## src/rtl/multicycle_control_fsm_pkg.sv

```systemverilog
// Shared control encodings for the multi-cycle RV32I core: FSM states, datapath mux selects,
// ALU mode requests and the base opcodes the sequencer dispatches on.
package multicycle_control_fsm_pkg;

  localparam logic [2:0] StIf   = 3'd0;
  localparam logic [2:0] StId   = 3'd1;
  localparam logic [2:0] StEx   = 3'd2;
  localparam logic [2:0] StMem  = 3'd3;
  localparam logic [2:0] StWb   = 3'd4;
  localparam logic [2:0] StBr   = 3'd5;
  localparam logic [2:0] StHalt = 3'd6;

  localparam logic       SrcAPc  = 1'b0;
  localparam logic       SrcAReg = 1'b1;

  localparam logic [1:0] SrcBReg  = 2'd0;
  localparam logic [1:0] SrcBFour = 2'd1;
  localparam logic [1:0] SrcBImm  = 2'd2;

  // The ALU control decoder only looks at funct3/funct7 when AluDecode is requested.
  localparam logic [1:0] AluAdd    = 2'd0;
  localparam logic [1:0] AluDecode = 2'd1;
  localparam logic [1:0] AluBranch = 2'd2;

  localparam logic       PcSrcAlu    = 1'b0;
  localparam logic       PcSrcAluOut = 1'b1;

  localparam logic       WbAluOut = 1'b0;
  localparam logic       WbMdr    = 1'b1;

  localparam logic       AddrPc     = 1'b0;
  localparam logic       AddrAluOut = 1'b1;

  localparam logic [6:0] OpLoad   = 7'b0000011;
  localparam logic [6:0] OpImm    = 7'b0010011;
  localparam logic [6:0] OpStore  = 7'b0100011;
  localparam logic [6:0] OpReg    = 7'b0110011;
  localparam logic [6:0] OpBranch = 7'b1100011;
  localparam logic [6:0] OpJalr   = 7'b1100111;
  localparam logic [6:0] OpJal    = 7'b1101111;
  localparam logic [6:0] OpSystem = 7'b1110011;

  typedef struct packed {
    logic       pc_write;
    logic       ir_write;
    logic       reg_write;
    logic       mem_read;
    logic       mem_write;
    logic       i_or_d;
    logic       alu_src_a;
    logic [1:0] alu_src_b;
    logic [1:0] alu_mode;
    logic       pc_source;
    logic       wb_sel;
    logic       is_halted;
  } ctrl_t;

  // Opcodes that have an EX state; everything else is retired as a no-op from ID.
  function automatic logic has_ex_stage(input logic [6:0] op);
    case (op)
      OpLoad, OpImm, OpStore, OpReg, OpBranch, OpJalr, OpJal: has_ex_stage = 1'b1;
      default:                                                has_ex_stage = 1'b0;
    endcase
  endfunction

endpackage

```

## src/rtl/multicycle_control_fsm_if.sv

```systemverilog
// Control bundle between the sequencer (master) and the datapath/memory side (slave).
interface multicycle_control_fsm_if #(
  parameter int unsigned CNT_W = 32
);

  logic [6:0]       opcode;
  logic             bcond;
  logic             halt_req;
  logic             mem_ready;

  logic             pc_write;
  logic             ir_write;
  logic             reg_write;
  logic             mem_read;
  logic             mem_write;
  logic             i_or_d;
  logic             alu_src_a;
  logic [1:0]       alu_src_b;
  logic [1:0]       alu_mode;
  logic             pc_source;
  logic             wb_sel;
  logic             is_halted;
  logic [CNT_W-1:0] retired;

  modport master (
    input  opcode, bcond, halt_req, mem_ready,
    output pc_write, ir_write, reg_write, mem_read, mem_write, i_or_d,
    output alu_src_a, alu_src_b, alu_mode, pc_source, wb_sel, is_halted, retired
  );

  modport slave (
    output opcode, bcond, halt_req, mem_ready,
    input  pc_write, ir_write, reg_write, mem_read, mem_write, i_or_d,
    input  alu_src_a, alu_src_b, alu_mode, pc_source, wb_sel, is_halted, retired
  );

endinterface

```

## src/rtl/multicycle_control_fsm.sv

```systemverilog
// Multi-cycle RV32I sequencer: IF/ID/EX/MEM/WB/BR/HALT with registered state and
// combinational (partly Mealy) datapath controls, plus a retired-instruction counter.
module multicycle_control_fsm
  import multicycle_control_fsm_pkg::*;
#(
  parameter int unsigned CNT_W = 32
) (
  input  logic                      clk,
  input  logic                      reset_n,
  multicycle_control_fsm_if.master  bus
);

  logic [2:0]       state_q, state_d;
  logic [CNT_W-1:0] retired_q;
  logic             halt_entry;
  ctrl_t            ctrl;

  always_ff @(posedge clk or negedge reset_n) begin
    if (!reset_n) begin
      state_q <= StIf;
    end else begin
      state_q <= state_d;
    end
  end

  always_comb begin
    ctrl       = '0;
    state_d    = state_q;
    halt_entry = 1'b0;

    case (state_q)
      StIf: begin
        ctrl.mem_read = 1'b1;
        ctrl.i_or_d   = AddrPc;
        if (bus.mem_ready) begin
          ctrl.ir_write = 1'b1;
          state_d       = StId;
        end
      end

      StId: begin
        // ALUOut captures PC+4 here for later link/advance use.
        ctrl.alu_src_a = SrcAPc;
        ctrl.alu_src_b = SrcBFour;
        ctrl.alu_mode  = AluAdd;
        if (bus.opcode == OpSystem && bus.halt_req) begin
          halt_entry = 1'b1;
          state_d    = StHalt;
        end else if (bus.opcode == OpSystem || !has_ex_stage(bus.opcode)) begin
          ctrl.pc_write  = 1'b1;
          ctrl.pc_source = PcSrcAlu;
          state_d        = StIf;
        end else begin
          state_d = StEx;
        end
      end

      StEx: begin
        case (bus.opcode)
          OpReg: begin
            ctrl.alu_src_a = SrcAReg;
            ctrl.alu_src_b = SrcBReg;
            ctrl.alu_mode  = AluDecode;
            state_d        = StWb;
          end
          OpImm: begin
            ctrl.alu_src_a = SrcAReg;
            ctrl.alu_src_b = SrcBImm;
            ctrl.alu_mode  = AluDecode;
            state_d        = StWb;
          end
          OpLoad, OpStore: begin
            ctrl.alu_src_a = SrcAReg;
            ctrl.alu_src_b = SrcBImm;
            ctrl.alu_mode  = AluAdd;
            state_d        = StMem;
          end
          OpBranch: begin
            ctrl.alu_src_a = SrcAReg;
            ctrl.alu_src_b = SrcBReg;
            ctrl.alu_mode  = AluBranch;
            if (bus.bcond) begin
              state_d = StBr;
            end else begin
              // Not taken: PC+4 is still sitting in ALUOut from ID.
              ctrl.pc_write  = 1'b1;
              ctrl.pc_source = PcSrcAluOut;
              state_d        = StIf;
            end
          end
          OpJal, OpJalr: begin
            ctrl.alu_src_a = (bus.opcode == OpJalr) ? SrcAReg : SrcAPc;
            ctrl.alu_src_b = SrcBImm;
            ctrl.alu_mode  = AluAdd;
            ctrl.reg_write = 1'b1;
            ctrl.wb_sel    = WbAluOut;
            ctrl.pc_write  = 1'b1;
            ctrl.pc_source = PcSrcAlu;
            state_d        = StIf;
          end
          default: state_d = StIf;
        endcase
      end

      StBr: begin
        ctrl.alu_src_a = SrcAPc;
        ctrl.alu_src_b = SrcBImm;
        ctrl.alu_mode  = AluAdd;
        ctrl.pc_write  = 1'b1;
        ctrl.pc_source = PcSrcAlu;
        state_d        = StIf;
      end

      StMem: begin
        ctrl.i_or_d = AddrAluOut;
        if (bus.opcode == OpStore) begin
          ctrl.mem_write = 1'b1;
          if (bus.mem_ready) begin
            ctrl.alu_src_a = SrcAPc;
            ctrl.alu_src_b = SrcBFour;
            ctrl.alu_mode  = AluAdd;
            ctrl.pc_write  = 1'b1;
            ctrl.pc_source = PcSrcAlu;
            state_d        = StIf;
          end
        end else begin
          ctrl.mem_read = 1'b1;
          if (bus.mem_ready) begin
            state_d = StWb;
          end
        end
      end

      StWb: begin
        ctrl.reg_write = 1'b1;
        ctrl.wb_sel    = (bus.opcode == OpLoad) ? WbMdr : WbAluOut;
        ctrl.alu_src_a = SrcAPc;
        ctrl.alu_src_b = SrcBFour;
        ctrl.alu_mode  = AluAdd;
        ctrl.pc_write  = 1'b1;
        ctrl.pc_source = PcSrcAlu;
        state_d        = StIf;
      end

      StHalt: begin
        ctrl.is_halted = 1'b1;
      end

      default: state_d = StIf;
    endcase
  end

  // Every instruction retires through exactly one PC write, except a halting ECALL.
  always_ff @(posedge clk or negedge reset_n) begin
    if (!reset_n) begin
      retired_q <= '0;
    end else if (ctrl.pc_write || halt_entry) begin
      retired_q <= retired_q + CNT_W'(1);
    end
  end

  assign bus.pc_write  = ctrl.pc_write;
  assign bus.ir_write  = ctrl.ir_write;
  assign bus.reg_write = ctrl.reg_write;
  assign bus.mem_read  = ctrl.mem_read;
  assign bus.mem_write = ctrl.mem_write;
  assign bus.i_or_d    = ctrl.i_or_d;
  assign bus.alu_src_a = ctrl.alu_src_a;
  assign bus.alu_src_b = ctrl.alu_src_b;
  assign bus.alu_mode  = ctrl.alu_mode;
  assign bus.pc_source = ctrl.pc_source;
  assign bus.wb_sel    = ctrl.wb_sel;
  assign bus.is_halted = ctrl.is_halted;
  assign bus.retired   = retired_q;

endmodule

```

## src/flat_wrapper.sv

```systemverilog
// flat-port wrapper written by rule: the top's interface ports become plain ports
module multicycle_control_fsm_flat import multicycle_control_fsm_pkg::*;
#(
  parameter int unsigned CNT_W = 32
)
  (clk, reset_n, bus_opcode, bus_bcond, bus_halt_req, bus_mem_ready, bus_pc_write, bus_ir_write, bus_reg_write, bus_mem_read, bus_mem_write, bus_i_or_d, bus_alu_src_a, bus_alu_src_b, bus_alu_mode, bus_pc_source, bus_wb_sel, bus_is_halted, bus_retired);
  multicycle_control_fsm_if #(.CNT_W(CNT_W)) bus_i ();
  input  logic clk;
  input  logic reset_n;
  input wire logic [$bits(bus_i.opcode)-1:0] bus_opcode;
  input wire logic [$bits(bus_i.bcond)-1:0] bus_bcond;
  input wire logic [$bits(bus_i.halt_req)-1:0] bus_halt_req;
  input wire logic [$bits(bus_i.mem_ready)-1:0] bus_mem_ready;
  output wire logic [$bits(bus_i.pc_write)-1:0] bus_pc_write;
  output wire logic [$bits(bus_i.ir_write)-1:0] bus_ir_write;
  output wire logic [$bits(bus_i.reg_write)-1:0] bus_reg_write;
  output wire logic [$bits(bus_i.mem_read)-1:0] bus_mem_read;
  output wire logic [$bits(bus_i.mem_write)-1:0] bus_mem_write;
  output wire logic [$bits(bus_i.i_or_d)-1:0] bus_i_or_d;
  output wire logic [$bits(bus_i.alu_src_a)-1:0] bus_alu_src_a;
  output wire logic [$bits(bus_i.alu_src_b)-1:0] bus_alu_src_b;
  output wire logic [$bits(bus_i.alu_mode)-1:0] bus_alu_mode;
  output wire logic [$bits(bus_i.pc_source)-1:0] bus_pc_source;
  output wire logic [$bits(bus_i.wb_sel)-1:0] bus_wb_sel;
  output wire logic [$bits(bus_i.is_halted)-1:0] bus_is_halted;
  output wire logic [$bits(bus_i.retired)-1:0] bus_retired;
  assign bus_i.opcode = bus_opcode;
  assign bus_i.bcond = bus_bcond;
  assign bus_i.halt_req = bus_halt_req;
  assign bus_i.mem_ready = bus_mem_ready;
  assign bus_pc_write = bus_i.pc_write;
  assign bus_ir_write = bus_i.ir_write;
  assign bus_reg_write = bus_i.reg_write;
  assign bus_mem_read = bus_i.mem_read;
  assign bus_mem_write = bus_i.mem_write;
  assign bus_i_or_d = bus_i.i_or_d;
  assign bus_alu_src_a = bus_i.alu_src_a;
  assign bus_alu_src_b = bus_i.alu_src_b;
  assign bus_alu_mode = bus_i.alu_mode;
  assign bus_pc_source = bus_i.pc_source;
  assign bus_wb_sel = bus_i.wb_sel;
  assign bus_is_halted = bus_i.is_halted;
  assign bus_retired = bus_i.retired;
  multicycle_control_fsm #(.CNT_W(CNT_W)) u_core (.clk(clk), .reset_n(reset_n), .bus(bus_i));
endmodule
```

## config.mk

```make
export PLATFORM = sky130hd
export DESIGN_NAME = multicycle_control_fsm_flat
export DESIGN_NICKNAME = d
export VERILOG_FILES = /design/src/rtl/multicycle_control_fsm_pkg.sv /design/src/rtl/multicycle_control_fsm_if.sv /design/src/rtl/multicycle_control_fsm.sv /design/src/flat_wrapper.sv
export SDC_FILE = /design/constraint.sdc
export NUM_CORES = 1
export LEC_CHECK = 0
export ABC_AREA = 1
export CORE_AREA = 10 10 88 90
export CTS_CLUSTER_DIAMETER = 150
export CTS_CLUSTER_SIZE = 14
export DETAILED_ROUTE_END_ITERATION = 8
export DIE_AREA = 0 0 98 100
export GPL_TIMING_DRIVEN = 0
export PLACE_DENSITY = 0.73
export SLEW_MARGIN = 30
export SYNTH_ARGS = -nofsm -noshare
export SYNTH_HDL_FRONTEND = slang
export SYNTH_SLANG_ARGS = --single-unit
```

## constraint.sdc

```tcl
create_clock -name clk -period 1.52 [get_ports clk]
set_input_delay 0.304 -clock clk [delete_from_list [all_inputs] [get_ports clk]]
set_output_delay 0.304 -clock clk [all_outputs]
set_load 0.02 [all_outputs]
```

### Word level (Yosys, flattened, before mapping)

Cells that the tools add are included.

* flip-flop bits (word level): 35
* input port bits: 12
* output and inout bits: 46
* word-level logic and storage cells: 70

* add/sub/neg operators: 1
* equality and inequality tests: 16
* multiplexer cells: 38
* bitwise logic cells: 1
* reductions and logical operators: 12

Operators by type and width (number)
* 32-bit by 1-bit adder with 32-bit output, second input constant: 1
* 7-bit == test, second input constant: 4
* 5-bit one-hot mux with 5 select lines: 1
* 6-bit one-hot mux with 4 select lines: 1
* 1-bit 2-to-1 mux: 21
* 3-bit 2-to-1 mux: 6
* 3-bit one-hot mux with 5 select lines: 1
* 7-bit by 6-bit == test with 1-bit output, second input constant: 2
* 2-bit OR reduction: 5
* 3-bit == test, second input constant: 3
* 3-bit one-hot mux with 3 select lines: 1
* 7-bit by 2-bit == test with 1-bit output, second input constant: 1
* 7-bit by 5-bit == test with 1-bit output, second input constant: 1
* 7-bit OR reduction: 1
* 3-bit by 2-bit == test with 1-bit output, second input constant: 2
* 6-bit 2-to-1 mux: 1
* 1-bit one-hot mux with 2 select lines: 3
* 4-bit 2-to-1 mux: 1
* 2-bit != test, second input constant: 2
* 1-bit one-hot mux with 4 select lines: 1
* 3-bit by 1-bit == test with 1-bit output, second input constant: 1
* 3-bit zero test: 1
* 3-bit AND reduction: 1
* 1-bit logical OR: 2
* other kinds (4): 4

### Longest topological paths before layout

Gate-level depths: netlist (run 1).

* depth in word-level cells: 11
* gate-level depth with buffers: 11
* depth with buffers taken out: 10

### Least setup slack after synthesis (run 1)

Ideal clock, no wire load.

* path kind: register -> output
* start point: register u_core.state_q[1]
* end point: output bus_pc_write
* arrival time: 1.556 ns
* data required time: 1.216 ns
* path slack: -0.340 ns
* stages on the path, launching flop included: 8
* buffers on the path: 1
* path through: dfrtp_1 inv_2 nor3_2 nand3_1 nand2_1 nor2_4 buf_2 nand2_1

* cells in the longest elaborated chain, start to end: 3
* elaborated cells on any way between the ends: 7
* classes of those cells: eq/ne: 5; mux: 1; reduce/logical: 1

Ends and longest elaborated chain
* start, declared: line multicycle_control_fsm.sv:13 `logic [2:0] state_q, state_d;`
* start signal, assigned: line multicycle_control_fsm.sv:20 `state_q <= StIf;`
* start signal, assigned: line multicycle_control_fsm.sv:22 `state_q <= state_d;`
* 3-bit == test: line multicycle_control_fsm.sv:31 `case (state_q)`
* 2-bit OR reduction (no source line)
* 1-bit one-hot mux with 4 select lines *: line multicycle_control_fsm.sv:31
* end, declared: line flat_wrapper.sv:14 `output wire logic [$bits(bus_i.pc_write)-1:0] bus_pc_write;`

Every way passes the cells marked *; elsewhere a longest branch is shown, timed or not.

### Worst setup path after layout (run 1)

* start point: register u_core.state_q[0]
* end point: output bus_wb_sel

* cells in the longest elaborated chain, start to end: 2

Ends and longest elaborated chain
* 3-bit == test: line multicycle_control_fsm.sv:31
* 1-bit 2-to-1 mux
* end, declared: line flat_wrapper.sv:24 `output wire logic [$bits(bus_i.wb_sel)-1:0] bus_wb_sel;`

No other way between the ends.

==> results of run 1 <==
placed cells by master (no fill, tap or decap), types with 5 or more instances in the layout:
cell,n
sky130_fd_sc_hd__buf_4,30
sky130_fd_sc_hd__nor2_2,11
sky130_fd_sc_hd__nor2_4,5
sky130_fd_sc_hd__nor2_1,35
sky130_fd_sc_hd__nand3b_1,8
sky130_fd_sc_hd__nand2_2,10
sky130_fd_sc_hd__clkbuf_8,7
sky130_fd_sc_hd__dfrtp_1,31
sky130_fd_sc_hd__inv_1,29
sky130_fd_sc_hd__nand3_1,18
sky130_fd_sc_hd__dlygate4sd2_1,38
sky130_fd_sc_hd__inv_2,11
sky130_fd_sc_hd__nand4_1,37
sky130_fd_sc_hd__nand2_1,153
sky130_fd_sc_hd__nor3_1,11
sky130_fd_sc_hd__buf_6,24
sky130_fd_sc_hd__xor2_1,12
how the worst max path moves through the flow:
| stage | depth (start not counted) | to | start |
|---|---|---|---|
| finish | 5 | bus_wb_sel | u_core.state_q[0] |
| global placement | 9 | bus_pc_write | bus_opcode[4] |
| floorplan | 7 | bus_pc_write | u_core.state_q[0] |
| detailed placement | 9 | bus_pc_write | bus_opcode[4] |
| global route | 5 | bus_wb_sel | u_core.state_q[0] |
| CTS | 8 | bus_pc_write | u_core.state_q[0] |
repair_timing:
action | 4_1_cts | 5_1_grt
gates resized for setup | 173 | 34
cloned | 3 | 0
hold buffers | 1 | 0
hold endpoints to repair | 16 | 0
setup endpoints to repair | 78 | 46
pin swaps | 15 | 9
buffers inserted | 24 | 13
kinds of logic after synthesis:
kind of cell	after synthesis
AO/OA/AOI/OAI	5
XOR/XNOR	15
adder cells (fa/ha/maj)	1
buffers and inverters	52
flip-flops	35
AND/OR/NAND/NOR	309
flip-flops by register name (all words and copies together) (netlist names):
name,count
u_core.bus.retired,32
u_core.state_q,3
synthesized netlist by cell type (all sizes together):
master	n
a21oi	1
buf	6
clkbuf	6
dfrtp	35
ha	1
inv	40
nand2	167
nand3	26
nand3b	8
nand4	39
nor2	51
nor3	18
o21ai	3
o311ai	1
xnor2	3
xor2	12
metrics by stage:
stage	setup TNS [ns]	total power, W
floorplan	-0.311	0.00191
global placement	-52.28	0.00239
detailed placement	-31.58	0.00241
CTS	-10.05	0.00350
global route	-14.56	0.00388
finish	-12.13	0.00371
per-layer routing:
layer | wire, µm | vias up | track usage
met5 | 0 | - | 0
met4 | 320 | 0 | 0.0626
met3 | 633 | 35 | 0.0398
met2 | 5190 | 128 | 0.337
met1 | 4180 | 1570 | 0.229
li1 | - | 1570 | -
power groups by stage:
stage	clock network [W]	registers (W)	logic, W
after global routing	0.000767	0.00119	0.00192
after global placement	0	0.00117	0.00122
after detailed placement	0	0.00117	0.00124
after floorplan	0	0.00120	0.000707
after CTS	0.000732	0.00116	0.00162
final	0.000734	0.00118	0.00180
critical path, cell delays in order (launching register included):
cell and delay, ns:
sky130_fd_sc_hd__dfrtp_1 0.43, sky130_fd_sc_hd__inv_2 0.15, sky130_fd_sc_hd__buf_4 0.15, sky130_fd_sc_hd__nand3_1 0.21, sky130_fd_sc_hd__nor3_2 0.30, sky130_fd_sc_hd__buf_2 0.21
cell type report:
cell class,count,area (µm²),area share
Clock inverter,1,5.00,0.00124
Buffer,12,98.8,0.0245
Clock buffer,7,86.3,0.0214
Sequential cell,35,881,0.218
Multi-Input combinational cell,330,1830,0.454
Tap cell,77,96.3,0.0239
Inverter,40,150,0.0372
Timing Repair Buffer,97,886,0.219
==> metrics list, run 1 <==
- Outcome: finished, violations left
- The checks that failed: setup timing.
- Global placement routability congestion: 0.911
- In this run the tool buffered the top-level ports with 57 buffer cells.
- After legalization and detailed placement, the total HPWL measured 6.66 mm.
- Buffers inserted during clock tree synthesis total 5.
- Initial DRT Pass Iterations: 5
- STA puts the critical path data required time at 1.22 ns.
* Logic gate share of total power: 0.486
- Signal arrival time at the worst endpoint: 1.74 ns
- The cell count after synthesis came out at 417.
- Cell-internal power: 0.00217 W
- Die outline area: 9800 µm²
- After filler insertion, the fill cell instance count of the layout stands at 525.
- Clock buffer depth: 2
- Post-Layout Cell Count: 599
- Counting every net in the synthesized netlist gives 430.
- Row generation in the floorplan step produced 29 rows.
- Maximum clock rate: 488 MHz
- Clock transition at the register clock pins on the worst setup and hold paths after CTS: 0.08 ns
* Deepest level of the CTS H-tree: 2
- 0 antenna diodes ended up in the layout.
* Fraction of the yosys area taken by sequential cells: 0.329
- Crit share post-route: 1.35
- Dividing total power by cell area gives a power density of 920 nW/µm².
* #FFs+latches synth: 35
- Of the total power, the clock network draws 0.198.
- For this configuration, the core starts out at a cell density of 0.434.
* Area share of xor/xnor cells in the synthesized design: 0.0494
- Once layout is complete, the utilization of the core stands at 0.658.
- The complex-gate fraction of the synthesized area came to 0.0122.
* Synth Area in Adders: 0.00471
- Post-route ant nets: 0
- The average instance in the mapped netlist occupies 6.38 µm².
- Worst slew margin relative to its limit: 0.702
- For this block, the routed nets add up to 10.3 mm of wire.
- Clock sink total: 35
- Classification of the worst setup path: reg -> out
* Flop-to-flop setup slack: -0.27 ns
* Vias in the first global route: 3,093
* Peak VDD IR: 0.770 mV
- Yosys printed 0 warnings.
- Summing all placed instances gives a cell area of 3380 µm².
- The finished cells cover 4040 µm².
* Fraction of synthesized area in multiplexers: 0
- After floorplanning, the core was sized to cover 6130 µm².
* Clock latency on the worst-skew pair: 0.30 ns
- Simple logic cell fraction of the synthesized area: 0.525
* Total leakage power: 2.04 nW
* Reg-to-reg critical path endpoint: u_core.bus.retired[10]
- STA classifies the critical path startpoint as a flop.
* Final Hold Vio Count: 0
* Crit path setup slack, layout: -0.528 ns
* Switching power share of the total: 0.415
* Min-Delay Path Class: in -> async
- Max-cap check violation count: 0
* Layout cells sized above 1: 0.266
* Setup repair after global routing missed its margin: yes
- Of all nets on the critical path, the largest fanout is 4.
* Proportion of netlist area held by the largest area contributor: 0.329
- Wire length of the first global-routing pass: 15.7 mm
* Largest net degree at the start of global routing: 20
- TritonCTS built the clock tree.
- For this run the aggregate overflow at the end of global routing stands at 0.
- Mapped cell area: 2660 µm²
* Vias: 3,303
- Total of endpoints with negative setup slack in the final report: 46
* DRT iter0 DRCs: 227
- Count of distinct cell types in the synthesized netlist: 25
* Setup skew after layout: 0.00764 ns
- The worst register-to-register path begins at u_core.state_q[1].
- Dominant combinational cell family by area after synthesis: simple AND/OR/NAND/NOR gates
- Count of nets after finishing: 534
- IO Count: 58
- DR WL/cell: 17.2 µm
- Number of cells in the design after placement: 552
- Number of antenna violations at the first check in global routing: 0
- After detailed routing, the number of vias per cell comes to 5.51.
- The analysis attributes to net switching a power of 0.00154 W.
* Minimum setup slack after placement: -1.25 ns
- Leading cell types by total area after synthesis: sky130_fd_sc_hd__dfrtp_1 (33%), sky130_fd_sc_hd__nand2_1 (24%), sky130_fd_sc_hd__nand4_1 (8.7%)
- Across every metal layer, demand over resource in global routing totals 0.193.
- The biggest area contributor in the post-synthesis netlist is sky130_fd_sc_hd__dfrtp_1.
- The worst setup path is captured at a primary output.
- The floorplan step set the die height to 100 µm.
- Sequential group share of total power: 0.317
- Subtracting the final worst setup slack from the clock period gives 2.05 ns.
- Count of final max-slew check failures: 0
* Area delta synth->final: 51.9%
* CTS root buffer: sky130_fd_sc_hd__clkbuf_8
* Slew at the pin closest to its max-slew limit: 0.447 ns
- Die width: 98 µm
- Depth of the worst register-to-register path: 11
* DRC violations left: 0
- Min Hold Slack: 0.483 ns
Power figures use the tool's default switching activity.
==> run 2: changes to the inputs <==
--- a/config.mk
+++ b/config.mk
@@ -5,14 +5,13 @@
 export SDC_FILE = /design/constraint.sdc
 export NUM_CORES = 1
 export LEC_CHECK = 0
-export ABC_AREA = 1
-export CORE_AREA = 10 10 88 90
+export CORE_AREA = 10 10 77 79
 export CTS_CLUSTER_DIAMETER = 150
 export CTS_CLUSTER_SIZE = 14
 export DETAILED_ROUTE_END_ITERATION = 8
-export DIE_AREA = 0 0 98 100
+export DIE_AREA = 0 0 87 89
 export GPL_TIMING_DRIVEN = 0
-export PLACE_DENSITY = 0.73
+export PLACE_DENSITY = 0.76
 export SLEW_MARGIN = 30
 export SYNTH_ARGS = -nofsm -noshare
 export SYNTH_HDL_FRONTEND = slang
==> constraint.sdc (replaced) <==
create_clock -name clk -period 1.95 [get_ports clk]
set_input_delay 0.39 -clock clk [delete_from_list [all_inputs] [get_ports clk]]
set_output_delay 0.39 -clock clk [all_outputs]
set_load 0.02 [all_outputs]
==> run 2 against run 1 <==
The run still ends with setup timing left. Sequential share of layout area is 3.3 points higher. Combinational power down 47%. Die area is 21% lower. Power down 34%. Register-to-register slack gained 0.11 ns. Via count is 36% lower. Flip-flop and latch count stayed put. Synthesized cell count decreased by 48%. Global-route usage shrank 3.1 points. Clock power is 19% lower. Clock skew is 0.0023 ns higher. Worst hold slack got worse by 0.44 ns. Critical endpoint is now u_core.bus.retired[20]. Largest power group unchanged. Highest routed layer unchanged.
==> metrics list, run 2 <==
- In the synthesized netlist the dominant register cell turns out to be sky130_fd_sc_hd__dfrtp_1.
- In this run the tightest slew margin relative to its limit is 0.488.
- For this design, the sink count on the clock tree is 35.
- The die is 87 µm wide.
* Psw: 0.000875 W
* Commonest non-fill, non-tap cells in the layout: sky130_fd_sc_hd__buf_4 (35), sky130_fd_sc_hd__clkdlybuf4s50_1 (32), sky130_fd_sc_hd__dfrtp_1 (29)
- Post-route ant nets: 0
- IO Count: 58
* Mapped cell area: 2010 µm²
- Peak VDD IR: 0.446 mV
- Data on the critical path is required at its endpoint by 2.12 ns.
* Largest stage delay on the critical path: 0.55 ns
* #FFs+latches synth: 35
- Layout cells sized above 1: 0.451
- DRC violations left: 0
* Starting density of the core: 0.442
* Most used standard cell by instance count after synthesis: sky130_fd_sc_hd__dfrtp_1
- Leading cell type in the layout, fill and taps excluded: sky130_fd_sc_hd__buf_4
- The detailed router placed 2,119 vias in this run.
- Counting cells, the worst reg-to-reg path comes to 7.
- Largest net degree at the start of global routing: 20
* Critical Path End Type: flop
- Static timing analysis puts the maximum clock frequency at 475 MHz.
- The design draws 0.00244 W.
- Cells traversed along the worst timing path: buf_6, nor2b_4, nand2b_4, nor3_4, o311ai_4, or4_4, xnor2_1
- Clock buffer depth: 2
- The core region is 4540 µm².
* Deepest level of the CTS H-tree: 2
* Final Hold Vio Count: 0
- Vias in the first global route: 2,084
* Max-cap check violation count: 0
- Count of nets after finishing: 331
* Fillers: 271
* Failing checks: setup timing
- After synthesis, the mean cell area works out to 9.21 µm².
- Count of final max-slew check failures: 0
- Of all flip-flops after synthesis, the portion carrying an async set or reset was 1.00.
- Before antenna repair, the detailed router went through 4 iterations.
- Reg-to-reg critical path endpoint: u_core.bus.retired[20]
* Via-to-Cell Ratio: 5.68
* Count of flip-flops with a built-in enable after synthesis: 0
- During placement, the flow inserted port buffers numbering 54.
* Met1 layer wirelength in the final routing: 2.75 mm
* Number of clock buffers inserted by TritonCTS: 5
* Largest register FFs: 32
- For this design the static power due to leakage is 1.50 nW.
- For this block, the routed nets add up to 7.16 mm of wire.
- Of the post-synthesis cell area, the dominant cell type holds 0.436.
* Compound-Gate Fraction of Synth Area: 0.0605
- During synthesis, Yosys emitted a total of 0 warnings.
* Number of antenna violations at the first check in global routing: 0
- Crit share post-route: 1.08
* Logic gate share of total power: 0.389
- Min-Delay Path Class: in -> async
* Outcome: finished, violations left
- After layout, the minimum clock period comes to 2.11 ns.
- Detailed Place HPWL: 3.93 mm
- After routing, the total negative slack on setup checks comes to -1.92 ns.
* Leading cell types by total area after synthesis: sky130_fd_sc_hd__dfrtp_1 (44%), sky130_fd_sc_hd__xor2_1 (9.2%), sky130_fd_sc_hd__nor3_1 (4.7%)
- Routed signal wires occupy layers up through met4.
- Synth Area in Adders: 0.00623
* CTS root buffer: sky130_fd_sc_hd__clkbuf_8
- Of the total power, registers draw 0.367.
* Met2 wire len: 3.68 mm
* Gate count after technology mapping: 218
- At the pin with the least slew margin, the transition time is 0.769 ns.
- In this run, the number of DRC markers left after iteration 0 of detailed routing was 145.
* Crit path setup slack, layout: -0.155 ns
* Detail Route met3 WL: 581 µm
- Cell with the largest stage delay on the worst path: sky130_fd_sc_hd__or4_4
* Chip height: 89 µm
* Clock latency on the worst-skew pair: 0.29 ns
* Global placement routability congestion: 0.883
- Of all nets on the critical path, the largest fanout is 5.
- DR WL/cell: 19.2 µm
* Cell-internal power: 0.00156 W
- Of the total synthesized cell area, the portion taken by AND, OR, NAND and NOR gates is 0.315.
- The tightest hold path in the finished design has a slack of 0.0403 ns.
- Cell taking the most area after synthesis: sky130_fd_sc_hd__dfrtp_1
* Leading cell types by count after synthesis: sky130_fd_sc_hd__dfrtp_1 (35), sky130_fd_sc_hd__xor2_1 (21), sky130_fd_sc_hd__nor2_1 (19), sky130_fd_sc_hd__nor3_1 (19), sky130_fd_sc_hd__nand2_1 (18)
* Switching power share of the total: 0.359
- STA classifies the critical path startpoint as a flop.
* Fraction of synthesized area in multiplexers: 0.00561
* Count of distinct cell types in the synthesized netlist: 37
- Antenna cell count: 0
* Area delta synth->final: 75.3%
- The startpoint identified for the worst register-to-register timing path is u_core.state_q[2].
- Minimum setup slack after placement: -0.959 ns
* Pwr/cell area: 692 nW/µm²
- Global routing finished with a remaining overflow of 0.
- Signal arrival time at the worst endpoint: 2.28 ns
- The die covers 7740 µm².
- Of the total synthesized cell area, the portion taken by XOR and XNOR cells is 0.135.
* Setup repair after global routing missed its margin: yes
- Wire length of the first global-routing pass: 10.1 mm
* Clock transition at the register clock pins on the worst setup and hold paths after CTS: 0.07 ns
* Flop-to-flop setup slack: -0.16 ns
* Classification of the worst setup path: reg -> reg
* Total of endpoints with negative setup slack in the final report: 31
- After clock tree synthesis, the flow added hold-fix buffers numbering 0.
* Setup skew after layout: 0.00991 ns
- Worst path buffer plus inverter count: 1
- In the global route stage, overall resource usage came out at 0.162.
- Clock tree from TritonCTS: done
- The floorplan has 25 rows.
* Fraction of the yosys area taken by sequential cells: 0.436
- When the netlist entered floorplanning its net count stood at 231.
- Dominant combinational cell family by area after synthesis: simple AND/OR/NAND/NOR gates
- Family with the most delay on the worst path: simple AND/OR/NAND/NOR gates
- Clock group share of total power: 0.244
## run 2: kinds of logic (layout without fill, tap and decap cells)
logic type | count (synthesis) | in the layout
mux | 1 | 1
compound gates | 19 | 19
fa+ha+maj | 1 | 1
flops | 35 | 35
buf+inv | 20 | 120
xor+xnor | 31 | 31
simple gates | 111 | 112
## run 2: power groups by stage
| stage | logic, W | registers, W | clock network (W) |
|---|---|---|---|
| 2_1_floorplan | 0.000270 | 0.00100 | 0 |
| 3_3_place_gp | 0.000631 | 0.000924 | 0 |
| 3_5_place_dp | 0.000645 | 0.000924 | 0 |
| 4_1_cts | 0.000801 | 0.000887 | 0.000588 |
| 5_1_grt | 0.00101 | 0.000902 | 0.000633 |
| 6_report | 0.000948 | 0.000893 | 0.000595 |
## run 2: worst max-delay path by stage
stage          cells after the start  slack, ns                  start                     end
2_1_floorplan                      5      -0.12      u_core.state_q[1]           bus_pc_source
3_3_place_gp                       7      -0.98          bus_opcode[2]            bus_pc_write
3_5_place_dp                       8      -0.96          bus_opcode[2]            bus_pc_write
4_1_cts                            7      -0.07      u_core.state_q[0]            bus_pc_write
5_1_grt                            7      -0.24  u_core.bus.retired[8]  u_core.bus.retired[27]
6_report                           7      -0.16      u_core.state_q[2]  u_core.bus.retired[20]
## run 2: per-stage QoR
| step | cell area (µm²) | utilization | std cells |
|---|---|---|---|
| after global placement | 2720 | 0.599 | 326 |
| final | 3520 | 0.776 | 373 |
| after detailed placement | 2740 | 0.604 | 327 |
| after CTS | 3180 | 0.701 | 357 |
| after floorplan | 2110 | - | 218 |
| after global routing | 3520 | 0.776 | 373 |
## run 2: per-layer routing
layer / global-route usage / vias up
li1: - / 964
met1: 0.182 / 1043
met2: 0.267 / 94
met3: 0.0602 / 18
met4: 0.0707 / 0
met5: 0 / -
## run 2: what timing repair did
| action | in CTS | in global routing |
|---|---|---|
| cloned | 2 | 1 |
| setup endpoints to repair | 46 | 41 |
| pin swaps | 16 | 16 |
| gates resized for setup | 116 | 70 |
| setup buffers | 20 | 16 |
## run 2: layout make-up
type | count | area, µm² | share of cell area
buffer | 10 | 101 | 0.0288
clock buffer | 8 | 100 | 0.0284
inverter | 9 | 33.8 | 0.00960
multi-input combinational | 164 | 1490 | 0.424
sequential | 35 | 883 | 0.251
tap | 54 | 67.6 | 0.0192
timing repair buffer | 93 | 841 | 0.239
